### src/rtl/axi_lite_bus_monitor_if.sv
// Tap bundle for one AXI4-Lite link. The bench or SoC wrapper drives it through
// the master modport, and the monitor only ever observes it through the slave modport.
interface axi_lite_bus_monitor_if #(
  parameter int ADDR_W = 32,
  parameter int DATA_W = 32
);
  logic              mon_arvalid, mon_arready;
  logic [ADDR_W-1:0] mon_araddr;
  logic              mon_rvalid, mon_rready;
  logic [DATA_W-1:0] mon_rdata;
  logic              mon_awvalid, mon_awready;
  logic [ADDR_W-1:0] mon_awaddr;
  logic              mon_wvalid, mon_wready;
  logic [DATA_W-1:0] mon_wdata;
  logic              mon_bvalid, mon_bready;

  modport master (
    output mon_arvalid, mon_arready, mon_araddr,
    output mon_rvalid, mon_rready, mon_rdata,
    output mon_awvalid, mon_awready, mon_awaddr,
    output mon_wvalid, mon_wready, mon_wdata,
    output mon_bvalid, mon_bready
  );

  modport slave (
    input mon_arvalid, mon_arready, mon_araddr,
    input mon_rvalid, mon_rready, mon_rdata,
    input mon_awvalid, mon_awready, mon_awaddr,
    input mon_wvalid, mon_wready, mon_wdata,
    input mon_bvalid, mon_bready
  );
endinterface

### src/rtl/axi_lite_bus_monitor.sv
// Passive AXI4-Lite link monitor: it counts transfers, tracks outstanding requests,
// captures the first read and the first trap, latches the first protocol error and runs an idle watchdog.

// Per-channel stability and stall checker for the VALID/READY source channels (AR, AW, W).
module axi_lite_chan_chk #(
  parameter int PW          = 32,
  parameter int STALL_LIMIT = 256
) (
  input  logic          aclk,
  input  logic          areset,
  input  logic          clr,
  input  logic          valid,
  input  logic          ready,
  input  logic [PW-1:0] payload,
  output logic          unstable,
  output logic          stall
);
  localparam int SW = $clog2(STALL_LIMIT + 1);

  logic          pend;
  logic [PW-1:0] pay_q;
  logic [SW-1:0] stall_cnt;
  logic          waiting;

  assign waiting  = valid && !ready;
  assign unstable = pend && (!valid || payload != pay_q);
  assign stall    = waiting && (stall_cnt == SW'(STALL_LIMIT - 1));

  always_ff @(posedge aclk or posedge areset) begin
    if (areset) begin
      pend      <= 1'b0;
      pay_q     <= '0;
      stall_cnt <= '0;
    end else if (clr) begin
      pend      <= 1'b0;
      pay_q     <= '0;
      stall_cnt <= '0;
    end else begin
      pend  <= waiting;
      pay_q <= payload;
      // The counter parks at the limit so a long stall keeps reporting without wrapping.
      if (!waiting)   stall_cnt <= '0;
      else if (!stall) stall_cnt <= stall_cnt + 1'b1;
    end
  end
endmodule

module axi_lite_bus_monitor #(
  parameter int ADDR_W         = 32,
  parameter int DATA_W         = 32,
  parameter int CNT_W          = 16,
  parameter int OUTST_W        = 4,
  parameter int STALL_LIMIT    = 256,
  parameter int TIMEOUT_CYCLES = 20000
) (
  input  logic                 aclk,
  input  logic                 areset,
  input  logic                 clr,
  axi_lite_bus_monitor_if.slave mon,
  input  logic                 cpu_trap,
  output logic [CNT_W-1:0]     rd_count,
  output logic [CNT_W-1:0]     wr_count,
  output logic                 first_rd_valid,
  output logic [ADDR_W-1:0]    first_rd_addr,
  output logic [DATA_W-1:0]    first_rd_data,
  output logic                 trap_seen,
  output logic [31:0]          trap_cycle,
  output logic                 err_valid,
  output logic [2:0]           err_code,
  output logic                 timeout,
  output logic [1:0]           wd_state
);
  localparam int PW = (ADDR_W > DATA_W) ? ADDR_W : DATA_W;
  localparam int IW = $clog2(TIMEOUT_CYCLES + 1);
  localparam logic [OUTST_W-1:0] OMAX = '1;

  typedef struct packed {
    logic [31:0]        cyc_count;
    logic [CNT_W-1:0]   rd_count;
    logic [CNT_W-1:0]   wr_count;
    logic [OUTST_W-1:0] rd_out;
    logic [OUTST_W-1:0] wr_out;
    logic               first_ar_seen;
    logic               first_rd_valid;
    logic [ADDR_W-1:0]  first_rd_addr;
    logic [DATA_W-1:0]  first_rd_data;
    logic               trap_seen;
    logic [31:0]        trap_cycle;
    logic               err_valid;
    logic [2:0]         err_code;
  } mon_state_t;

  typedef enum logic [1:0] {
    WD_ARMED   = 2'd0,
    WD_ACTIVE  = 2'd1,
    WD_TIMEOUT = 2'd2
  } wd_t;

  mon_state_t         st, nxt;
  wd_t                wd;
  logic [IW-1:0]      idle_cnt;
  logic [OUTST_W-1:0] rd_out, wr_out, rd_out_nxt, wr_out_nxt;
  logic               ar_hs, r_hs, aw_hs, w_hs, b_hs, any_hs;
  logic               r_orphan, b_orphan, rd_ovf, wr_ovf;
  logic [7:1]         err_vec;
  logic [2:0]         err_nxt;

  logic [2:0]         ch_valid, ch_ready, ch_unstable, ch_stall;
  logic [2:0][PW-1:0] ch_pay;

  assign ar_hs  = mon.mon_arvalid && mon.mon_arready;
  assign r_hs   = mon.mon_rvalid  && mon.mon_rready;
  assign aw_hs  = mon.mon_awvalid && mon.mon_awready;
  assign w_hs   = mon.mon_wvalid  && mon.mon_wready;
  assign b_hs   = mon.mon_bvalid  && mon.mon_bready;
  assign any_hs = ar_hs || r_hs || aw_hs || w_hs || b_hs;

  // Channel index 0 = AR, 1 = AW, 2 = W, so ch_unstable[i] maps to error code i+1.
  assign ch_valid  = {mon.mon_wvalid, mon.mon_awvalid, mon.mon_arvalid};
  assign ch_ready  = {mon.mon_wready, mon.mon_awready, mon.mon_arready};
  assign ch_pay[0] = PW'(mon.mon_araddr);
  assign ch_pay[1] = PW'(mon.mon_awaddr);
  assign ch_pay[2] = PW'(mon.mon_wdata);

  for (genvar c = 0; c < 3; c++) begin : g_chan
    axi_lite_chan_chk #(.PW(PW), .STALL_LIMIT(STALL_LIMIT)) u_chk (
      .aclk     (aclk),
      .areset   (areset),
      .clr      (clr),
      .valid    (ch_valid[c]),
      .ready    (ch_ready[c]),
      .payload  (ch_pay[c]),
      .unstable (ch_unstable[c]),
      .stall    (ch_stall[c])
    );
  end

  // A same-cycle request and response cancel out, so neither orphan nor overflow applies.
  always_comb begin
    rd_out_nxt = st.rd_out;
    wr_out_nxt = st.wr_out;
    r_orphan   = 1'b0;
    b_orphan   = 1'b0;
    rd_ovf     = 1'b0;
    wr_ovf     = 1'b0;
    if (ar_hs && !r_hs) begin
      if (st.rd_out == OMAX) rd_ovf = 1'b1;
      else                   rd_out_nxt = st.rd_out + 1'b1;
    end else if (r_hs && !ar_hs) begin
      if (st.rd_out == '0) r_orphan = 1'b1;
      else                 rd_out_nxt = st.rd_out - 1'b1;
    end
    if (aw_hs && !b_hs) begin
      if (st.wr_out == OMAX) wr_ovf = 1'b1;
      else                   wr_out_nxt = st.wr_out + 1'b1;
    end else if (b_hs && !aw_hs) begin
      if (st.wr_out == '0) b_orphan = 1'b1;
      else                 wr_out_nxt = st.wr_out - 1'b1;
    end
  end

  assign err_vec = {|ch_stall, rd_ovf || wr_ovf, b_orphan, r_orphan, ch_unstable};

  always_comb begin
    err_nxt = 3'd0;
    for (int i = 7; i >= 1; i--)
      if (err_vec[i]) err_nxt = 3'(i);
  end

  always_comb begin
    nxt           = st;
    nxt.cyc_count = st.cyc_count + 32'd1;
    nxt.rd_out    = rd_out_nxt;
    nxt.wr_out    = wr_out_nxt;
    if (r_hs && st.rd_count != '1) nxt.rd_count = st.rd_count + 1'b1;
    if (b_hs && st.wr_count != '1) nxt.wr_count = st.wr_count + 1'b1;
    if (ar_hs && !st.first_ar_seen) begin
      nxt.first_ar_seen = 1'b1;
      nxt.first_rd_addr = mon.mon_araddr;
    end
    if (r_hs && !st.first_rd_valid) begin
      nxt.first_rd_valid = 1'b1;
      nxt.first_rd_data  = mon.mon_rdata;
    end
    if (cpu_trap && !st.trap_seen) begin
      nxt.trap_seen  = 1'b1;
      nxt.trap_cycle = st.cyc_count;
    end
    if (!st.err_valid && err_nxt != 3'd0) begin
      nxt.err_valid = 1'b1;
      nxt.err_code  = err_nxt;
    end
  end

  always_ff @(posedge aclk or posedge areset) begin
    if (areset)   st <= '0;
    else if (clr) st <= '0;
    else          st <= nxt;
  end

  always_ff @(posedge aclk or posedge areset) begin
    if (areset) begin
      wd       <= WD_ARMED;
      idle_cnt <= '0;
      timeout  <= 1'b0;
    end else if (clr) begin
      wd       <= WD_ARMED;
      idle_cnt <= '0;
      timeout  <= 1'b0;
    end else begin
      case (wd)
        WD_ARMED, WD_ACTIVE: begin
          if (any_hs) begin
            idle_cnt <= '0;
            wd       <= WD_ACTIVE;
          end else begin
            idle_cnt <= idle_cnt + 1'b1;
            if (idle_cnt == IW'(TIMEOUT_CYCLES - 1)) begin
              wd      <= WD_TIMEOUT;
              timeout <= 1'b1;
            end
          end
        end
        default: ;
      endcase
    end
  end

  assign rd_out         = st.rd_out;
  assign wr_out         = st.wr_out;
  assign rd_count       = st.rd_count;
  assign wr_count       = st.wr_count;
  assign first_rd_valid = st.first_rd_valid;
  assign first_rd_addr  = st.first_rd_addr;
  assign first_rd_data  = st.first_rd_data;
  assign trap_seen      = st.trap_seen;
  assign trap_cycle     = st.trap_cycle;
  assign err_valid      = st.err_valid;
  assign err_code       = st.err_code;
  assign wd_state       = wd;
endmodule

### src/flat_wrapper.sv
// flat-port wrapper written by rule: the top's interface ports become plain ports
module axi_lite_bus_monitor_flat 
#(
  parameter int ADDR_W         = 32,
  parameter int DATA_W         = 32,
  parameter int CNT_W          = 16,
  parameter int OUTST_W        = 4,
  parameter int STALL_LIMIT    = 256,
  parameter int TIMEOUT_CYCLES = 20000
)
  (aclk, areset, clr, cpu_trap, rd_count, wr_count, first_rd_valid, first_rd_addr, first_rd_data, trap_seen, trap_cycle, err_valid, err_code, timeout, wd_state, mon_mon_arvalid, mon_mon_arready, mon_mon_araddr, mon_mon_rvalid, mon_mon_rready, mon_mon_rdata, mon_mon_awvalid, mon_mon_awready, mon_mon_awaddr, mon_mon_wvalid, mon_mon_wready, mon_mon_wdata, mon_mon_bvalid, mon_mon_bready);
  axi_lite_bus_monitor_if #(.ADDR_W(ADDR_W), .DATA_W(DATA_W)) mon_i ();
  input  logic aclk;
  input  logic areset;
  input  logic clr;
  input  logic cpu_trap;
  output logic [CNT_W-1:0] rd_count;
  output logic [CNT_W-1:0] wr_count;
  output logic first_rd_valid;
  output logic [ADDR_W-1:0] first_rd_addr;
  output logic [DATA_W-1:0] first_rd_data;
  output logic trap_seen;
  output logic [31:0] trap_cycle;
  output logic err_valid;
  output logic [2:0] err_code;
  output logic timeout;
  output logic [1:0] wd_state;
  input wire logic [$bits(mon_i.mon_arvalid)-1:0] mon_mon_arvalid;
  input wire logic [$bits(mon_i.mon_arready)-1:0] mon_mon_arready;
  input wire logic [$bits(mon_i.mon_araddr)-1:0] mon_mon_araddr;
  input wire logic [$bits(mon_i.mon_rvalid)-1:0] mon_mon_rvalid;
  input wire logic [$bits(mon_i.mon_rready)-1:0] mon_mon_rready;
  input wire logic [$bits(mon_i.mon_rdata)-1:0] mon_mon_rdata;
  input wire logic [$bits(mon_i.mon_awvalid)-1:0] mon_mon_awvalid;
  input wire logic [$bits(mon_i.mon_awready)-1:0] mon_mon_awready;
  input wire logic [$bits(mon_i.mon_awaddr)-1:0] mon_mon_awaddr;
  input wire logic [$bits(mon_i.mon_wvalid)-1:0] mon_mon_wvalid;
  input wire logic [$bits(mon_i.mon_wready)-1:0] mon_mon_wready;
  input wire logic [$bits(mon_i.mon_wdata)-1:0] mon_mon_wdata;
  input wire logic [$bits(mon_i.mon_bvalid)-1:0] mon_mon_bvalid;
  input wire logic [$bits(mon_i.mon_bready)-1:0] mon_mon_bready;
  assign mon_i.mon_arvalid = mon_mon_arvalid;
  assign mon_i.mon_arready = mon_mon_arready;
  assign mon_i.mon_araddr = mon_mon_araddr;
  assign mon_i.mon_rvalid = mon_mon_rvalid;
  assign mon_i.mon_rready = mon_mon_rready;
  assign mon_i.mon_rdata = mon_mon_rdata;
  assign mon_i.mon_awvalid = mon_mon_awvalid;
  assign mon_i.mon_awready = mon_mon_awready;
  assign mon_i.mon_awaddr = mon_mon_awaddr;
  assign mon_i.mon_wvalid = mon_mon_wvalid;
  assign mon_i.mon_wready = mon_mon_wready;
  assign mon_i.mon_wdata = mon_mon_wdata;
  assign mon_i.mon_bvalid = mon_mon_bvalid;
  assign mon_i.mon_bready = mon_mon_bready;
  axi_lite_bus_monitor #(.ADDR_W(ADDR_W), .DATA_W(DATA_W), .CNT_W(CNT_W), .OUTST_W(OUTST_W), .STALL_LIMIT(STALL_LIMIT), .TIMEOUT_CYCLES(TIMEOUT_CYCLES)) u_core (.aclk(aclk), .areset(areset), .clr(clr), .mon(mon_i), .cpu_trap(cpu_trap), .rd_count(rd_count), .wr_count(wr_count), .first_rd_valid(first_rd_valid), .first_rd_addr(first_rd_addr), .first_rd_data(first_rd_data), .trap_seen(trap_seen), .trap_cycle(trap_cycle), .err_valid(err_valid), .err_code(err_code), .timeout(timeout), .wd_state(wd_state));
endmodule
### config.mk
export PLATFORM = sky130hd
export DESIGN_NAME = axi_lite_bus_monitor_flat
export DESIGN_NICKNAME = d
export VERILOG_FILES = /design/src/rtl/axi_lite_bus_monitor_if.sv /design/src/rtl/axi_lite_bus_monitor.sv /design/src/flat_wrapper.sv
export SDC_FILE = /design/constraint.sdc
export NUM_CORES = 1
export LEC_CHECK = 0
export CORE_MARGIN = 3
export CORE_UTILIZATION = 53
export DETAILED_ROUTE_END_ITERATION = 6
export HOLD_SLACK_MARGIN = 0.08
export PLACE_DENSITY = 0.93
export SLEW_MARGIN = 20
export SYNTH_ARGS = -nofsm -noshare
export SYNTH_HDL_FRONTEND = slang
export SYNTH_SLANG_ARGS = --single-unit
### constraint.sdc
create_clock -name aclk -period 17.75 [get_ports aclk]
set_input_delay 5.325 -clock aclk [delete_from_list [all_inputs] [get_ports aclk]]
set_output_delay 5.325 -clock aclk [all_outputs]
set_load 0.005 [all_outputs]
==> run summary <==
The run gives 0 ns as the final total negative setup slack. The beginning of the worst register-to-register path was u_core.g_chan[0].u_chk.stall_cnt[2]$_DFFE_PP0P_. The maximum count of clock buffers along a single path is 3, and the reported max-cap violation count is 0. Data arrives at the worst endpoint at 8.07 ns. The worst register-to-register path has a setup slack of 15.11 ns. The run gives 0.218 as the overall global routing resource usage. The first detailed-routing pass took 5 iterations.

The run gives 10801 as the via count of the first global-routing pass. The most area-hungry cell type in the Yosys netlist is sky130_fd_sc_hd__dfrtp_1. The routed design could run at a clock period as short as 7.49 ns. The fraction of post-synthesis cell area in the top cell type by area is 0.541, and the ratio of cells with drive above 1 in the final layout is 0.0495. The nature of the critical path endpoint was an asynchronous set/reset pin. In this run the clock root is driven by a sky130_fd_sc_hd__clkbuf_16. After routing the design area is 18100 µm².

The routed layout has 10299 vias. The first global-routing pass estimated 54400 µm of wire. The tools report the startpoint of the most critical setup path as areset. Summed over all nets, the half-perimeter wirelength after detailed placement is 22800 µm.

Number of remaining DRC errors: 0. The number of buffers inserted for hold repair after clock tree synthesis was 0; the power density over the cells was 92.4 nW/µm². The sink count of the clock tree was 319; the post-CTS resize count was 0.

On the critical path, the stage with the largest delay is an instance of sky130_fd_sc_hd__buf_4. STA classifies the critical path startpoint as an input port. The run gives 0.543 as the effective utilization at floorplan.

After detailed placement, the total cell area comes to 16900 µm². The analysis attributes to cell leakage a power of 8.00 nW. The number of enable flip-flop cells after synthesis is 0, and the final-report setup violation count is 0. Mean instance size in the synthesized netlist: 11.0 µm².

After synthesis, the netlist uses 49 different library cells. The CTS buffer count was 34. The most used cell along the critical path was sky130_fd_sc_hd__buf_4. The worst stage delay on the critical path came out at 0.87 ns. The fraction of the cycle the final worst path needs was 0.422; the number of DRC violations after detailed-routing iteration 0 was 682.

For the worst hold margin, the log shows 0.503 ns. The run gives 2 as the H-tree depth. The commonest cells after synthesis are 319 x sky130_fd_sc_hd__dfrtp_1, 139 x sky130_fd_sc_hd__xor2_1, 137 x sky130_fd_sc_hd__nor2_1, 131 x sky130_fd_sc_hd__buf_4, 105 x sky130_fd_sc_hd__nor2b_1.

Counting every net in the synthesized netlist gives 1505. Setup repair after global routing left no endpoint under its margin. The floorplan step defined a core boundary enclosing 27200 µm². The final setup skew is 0.0183 ns, and the count of endpoints failing hold in the final timing report is 0.

The die is 173 µm wide. The run finished with clean final reports. The worst-case setup slack after placement was 9.60 ns; the filler cell count was 1933. After clock tree synthesis, the clock-pin slew on the worst setup and hold paths is 0.06 ns.

The type of the worst setup path is input port to asynchronous set/reset pin. Headroom to the max-slew limit: 0.357. In this run the critical register-to-register path is captured at u_core.err_code[1]$_DFFE_PP0P_. Entering global routing, the biggest net connects 128 pins. The area of the mapped netlist is 14800 µm², and the number of synthesized register bits is 319. The final RePlAce weighted congestion is 0.796. Across the VDD grid, the largest voltage drop is 0.0000737 V. Leading cell type by number of instances after synthesis: sky130_fd_sc_hd__dfrtp_1. The run gives 29900 µm² as the total die area.

In this run the worst setup path terminates at u_core.first_rd_data[17]$_DFFE_PP0P_. Row count: 60. The number of buffer cells added on primary ports came out at 278.

At the pin with the least slew margin, the transition time is 0.964 ns. The detail route stage leaves a number of antenna-violating nets equal to 0. Global routing finished with a remaining overflow of 0.

Dividing the detail-routed wire length by the instance count gives 17.6 µm. The total detailed-routing wirelength was 33300 µm. Dividing the detail-routed via count by the number of cells gives 5.45. The share of async-settable or async-resettable flops after synthesis is 1.00. TritonCTS built the clock tree. STA puts the critical path data required time at 18.33 ns. By area the synthesized netlist is led by sky130_fd_sc_hd__dfrtp_1 54%, sky130_fd_sc_hd__xor2_1 8.3%, sky130_fd_sc_hd__buf_4 6.7%, sky130_fd_sc_hd__a22o_1 5.7%, sky130_fd_sc_hd__nor2b_1 4.5%.

In this run the count of I/O pins placed on the die edge is 279. Measured in cells, the most critical reg-to-reg path has a length of 11. At the later pin of the worst-skew pair, clock insertion delay measures 0.51 ns. Synthesis produced a netlist whose cell count is 1347. Post-CTS setup-driven buffer insertion count: 0. The part of the Yosys area used for sequential elements was 0.541; the final net count was 1650. The most used flip-flop cell after synthesis is sky130_fd_sc_hd__dfrtp_1.

The signal on the critical path passes through clkdlybuf4s50_1, inv_8, buf_4, buf_4. The classification of the worst-slack hold path was register to register. Relative to the synthesized area, the layout overhead comes to 22.9%. In this run the worst path has a maximum fanout of 127. The max-slew violation count was 0; the vertical extent of the die was 173 µm.

Based on the critical path, the design can be clocked at up to 134 MHz. Setup slack closes at 10.26 ns. Yosys printed 0 warnings. The initial antenna violation count was 3.
==> cell usage in the layout (no fill, tap or decap), types with 3 or more instances in the layout <==
master and n:
sky130_fd_sc_hd__clkbuf_1 7, sky130_fd_sc_hd__mux2i_1 7, sky130_fd_sc_hd__and2_1 5, sky130_fd_sc_hd__xor2_1 139, sky130_fd_sc_hd__clkdlybuf4s50_1 277, sky130_fd_sc_hd__nand2b_1 4, sky130_fd_sc_hd__diode_2 3, sky130_fd_sc_hd__clkbuf_16 35
sky130_fd_sc_hd__nand4_1 18, sky130_fd_sc_hd__nor4_1 24, sky130_fd_sc_hd__xnor2_1 39, sky130_fd_sc_hd__bufinv_16 6, sky130_fd_sc_hd__buf_4 9, sky130_fd_sc_hd__nand2_1 41, sky130_fd_sc_hd__inv_1 17, sky130_fd_sc_hd__nand3_1 45
sky130_fd_sc_hd__nor3b_1 8, sky130_fd_sc_hd__o21ai_0 24, sky130_fd_sc_hd__a21oi_1 30, sky130_fd_sc_hd__nor3_1 20, sky130_fd_sc_hd__and3_1 11, sky130_fd_sc_hd__nand3b_1 9, sky130_fd_sc_hd__a211oi_1 3, sky130_fd_sc_hd__dfrtp_1 319
sky130_fd_sc_hd__clkinv_2 7, sky130_fd_sc_hd__ha_1 14, sky130_fd_sc_hd__a22o_1 96, sky130_fd_sc_hd__nor2_1 135, sky130_fd_sc_hd__and4_1 10, sky130_fd_sc_hd__or3_1 12, sky130_fd_sc_hd__nor2b_1 105
==> sequential cells by signal, summed over array words and instances, names as in the netlist, 16 cells and up <==
register	flops
u_core.first_rd_addr	32
u_core.trap_cycle	32
u_core.rd_count	16
u_core.g_chan.u_chk.pay_q	96
u_core.first_rd_data	32
u_core.g_chan.u_chk.stall_cnt	27
u_core.st	33
u_core.wr_count	16
==> critical path, delay by kind of cell <==
kind | cells | cell delay [ns]
buf+inv | 4 | 2.65
==> through the flow <==
step / cells / power (mW) / util
floorplan: 1347 / 0.868 / -
global placement: 1828 / 0.931 / 0.623
detailed placement: 1828 / 0.938 / 0.623
CTS: 1888 / 1.69 / 0.667
global route: 1891 / 1.74 / 0.667
finish: 1891 / 1.68 / 0.667
==> layout make-up <==
class | count | area (µm²) | area share
sequential | 319 | 7980 | 0.440
timing repair buffer | 287 | 2850 | 0.157
clock buffer | 44 | 930 | 0.0513
clock inverter | 16 | 251 | 0.0139
multi-input combinational | 831 | 5560 | 0.307
antenna | 3 | 7.51 | 0.000414
tap | 372 | 465 | 0.0257
inverter | 19 | 78.8 | 0.00435
==> how the worst min path moves through the flow <==
stage | startpoint | to | slack [ns] | depth (start not counted)
floorplan | u_core.st[143]$_DFF_PP0_ | u_core.st[143]$_DFF_PP0_ | 0.46 | 1
global placement | u_core.first_rd_data[28]$_DFFE_PP0P_ | u_core.first_rd_data[28]$_DFFE_PP0P_ | 0.49 | 1
detailed placement | u_core.first_rd_data[20]$_DFFE_PP0P_ | u_core.first_rd_data[20]$_DFFE_PP0P_ | 0.49 | 1
CTS | u_core.trap_cycle[1]$_DFFE_PP0P_ | u_core.trap_cycle[1]$_DFFE_PP0P_ | 0.51 | 1
global route | u_core.first_rd_addr[6]$_DFFE_PP0P_ | u_core.first_rd_addr[6]$_DFFE_PP0P_ | 0.52 | 1
finish | u_core.first_rd_data[15]$_DFFE_PP0P_ | u_core.first_rd_data[15]$_DFFE_PP0P_ | 0.50 | 1
==> cell families after synthesis <==
logic type      Yosys count  share of synthesized area
xor+xnor                178                      0.106
simple gates            462                      0.165
buf+inv                 197                     0.0835
mux                       7                    0.00475
compound gates          168                     0.0850
fa+ha+maj                16                     0.0146
flops                   319                      0.541
==> power by group <==
group,internal (mW),switching [mW],total (mW)
registers,0.752,0.0169,0.769
logic,0.0794,0.0778,0.157
clock network,0.461,0.289,0.750
==> routing by layer <==
metal  up-vias  part of all wire  track usage
met2       310              0.51        0.394
li1       4761                 -            -
met1      5146              0.40        0.255
met4         2             0.032       0.0777
met5         -           0.00039            0
met3        80             0.056       0.0470
Power figures use the tool's default switching activity.
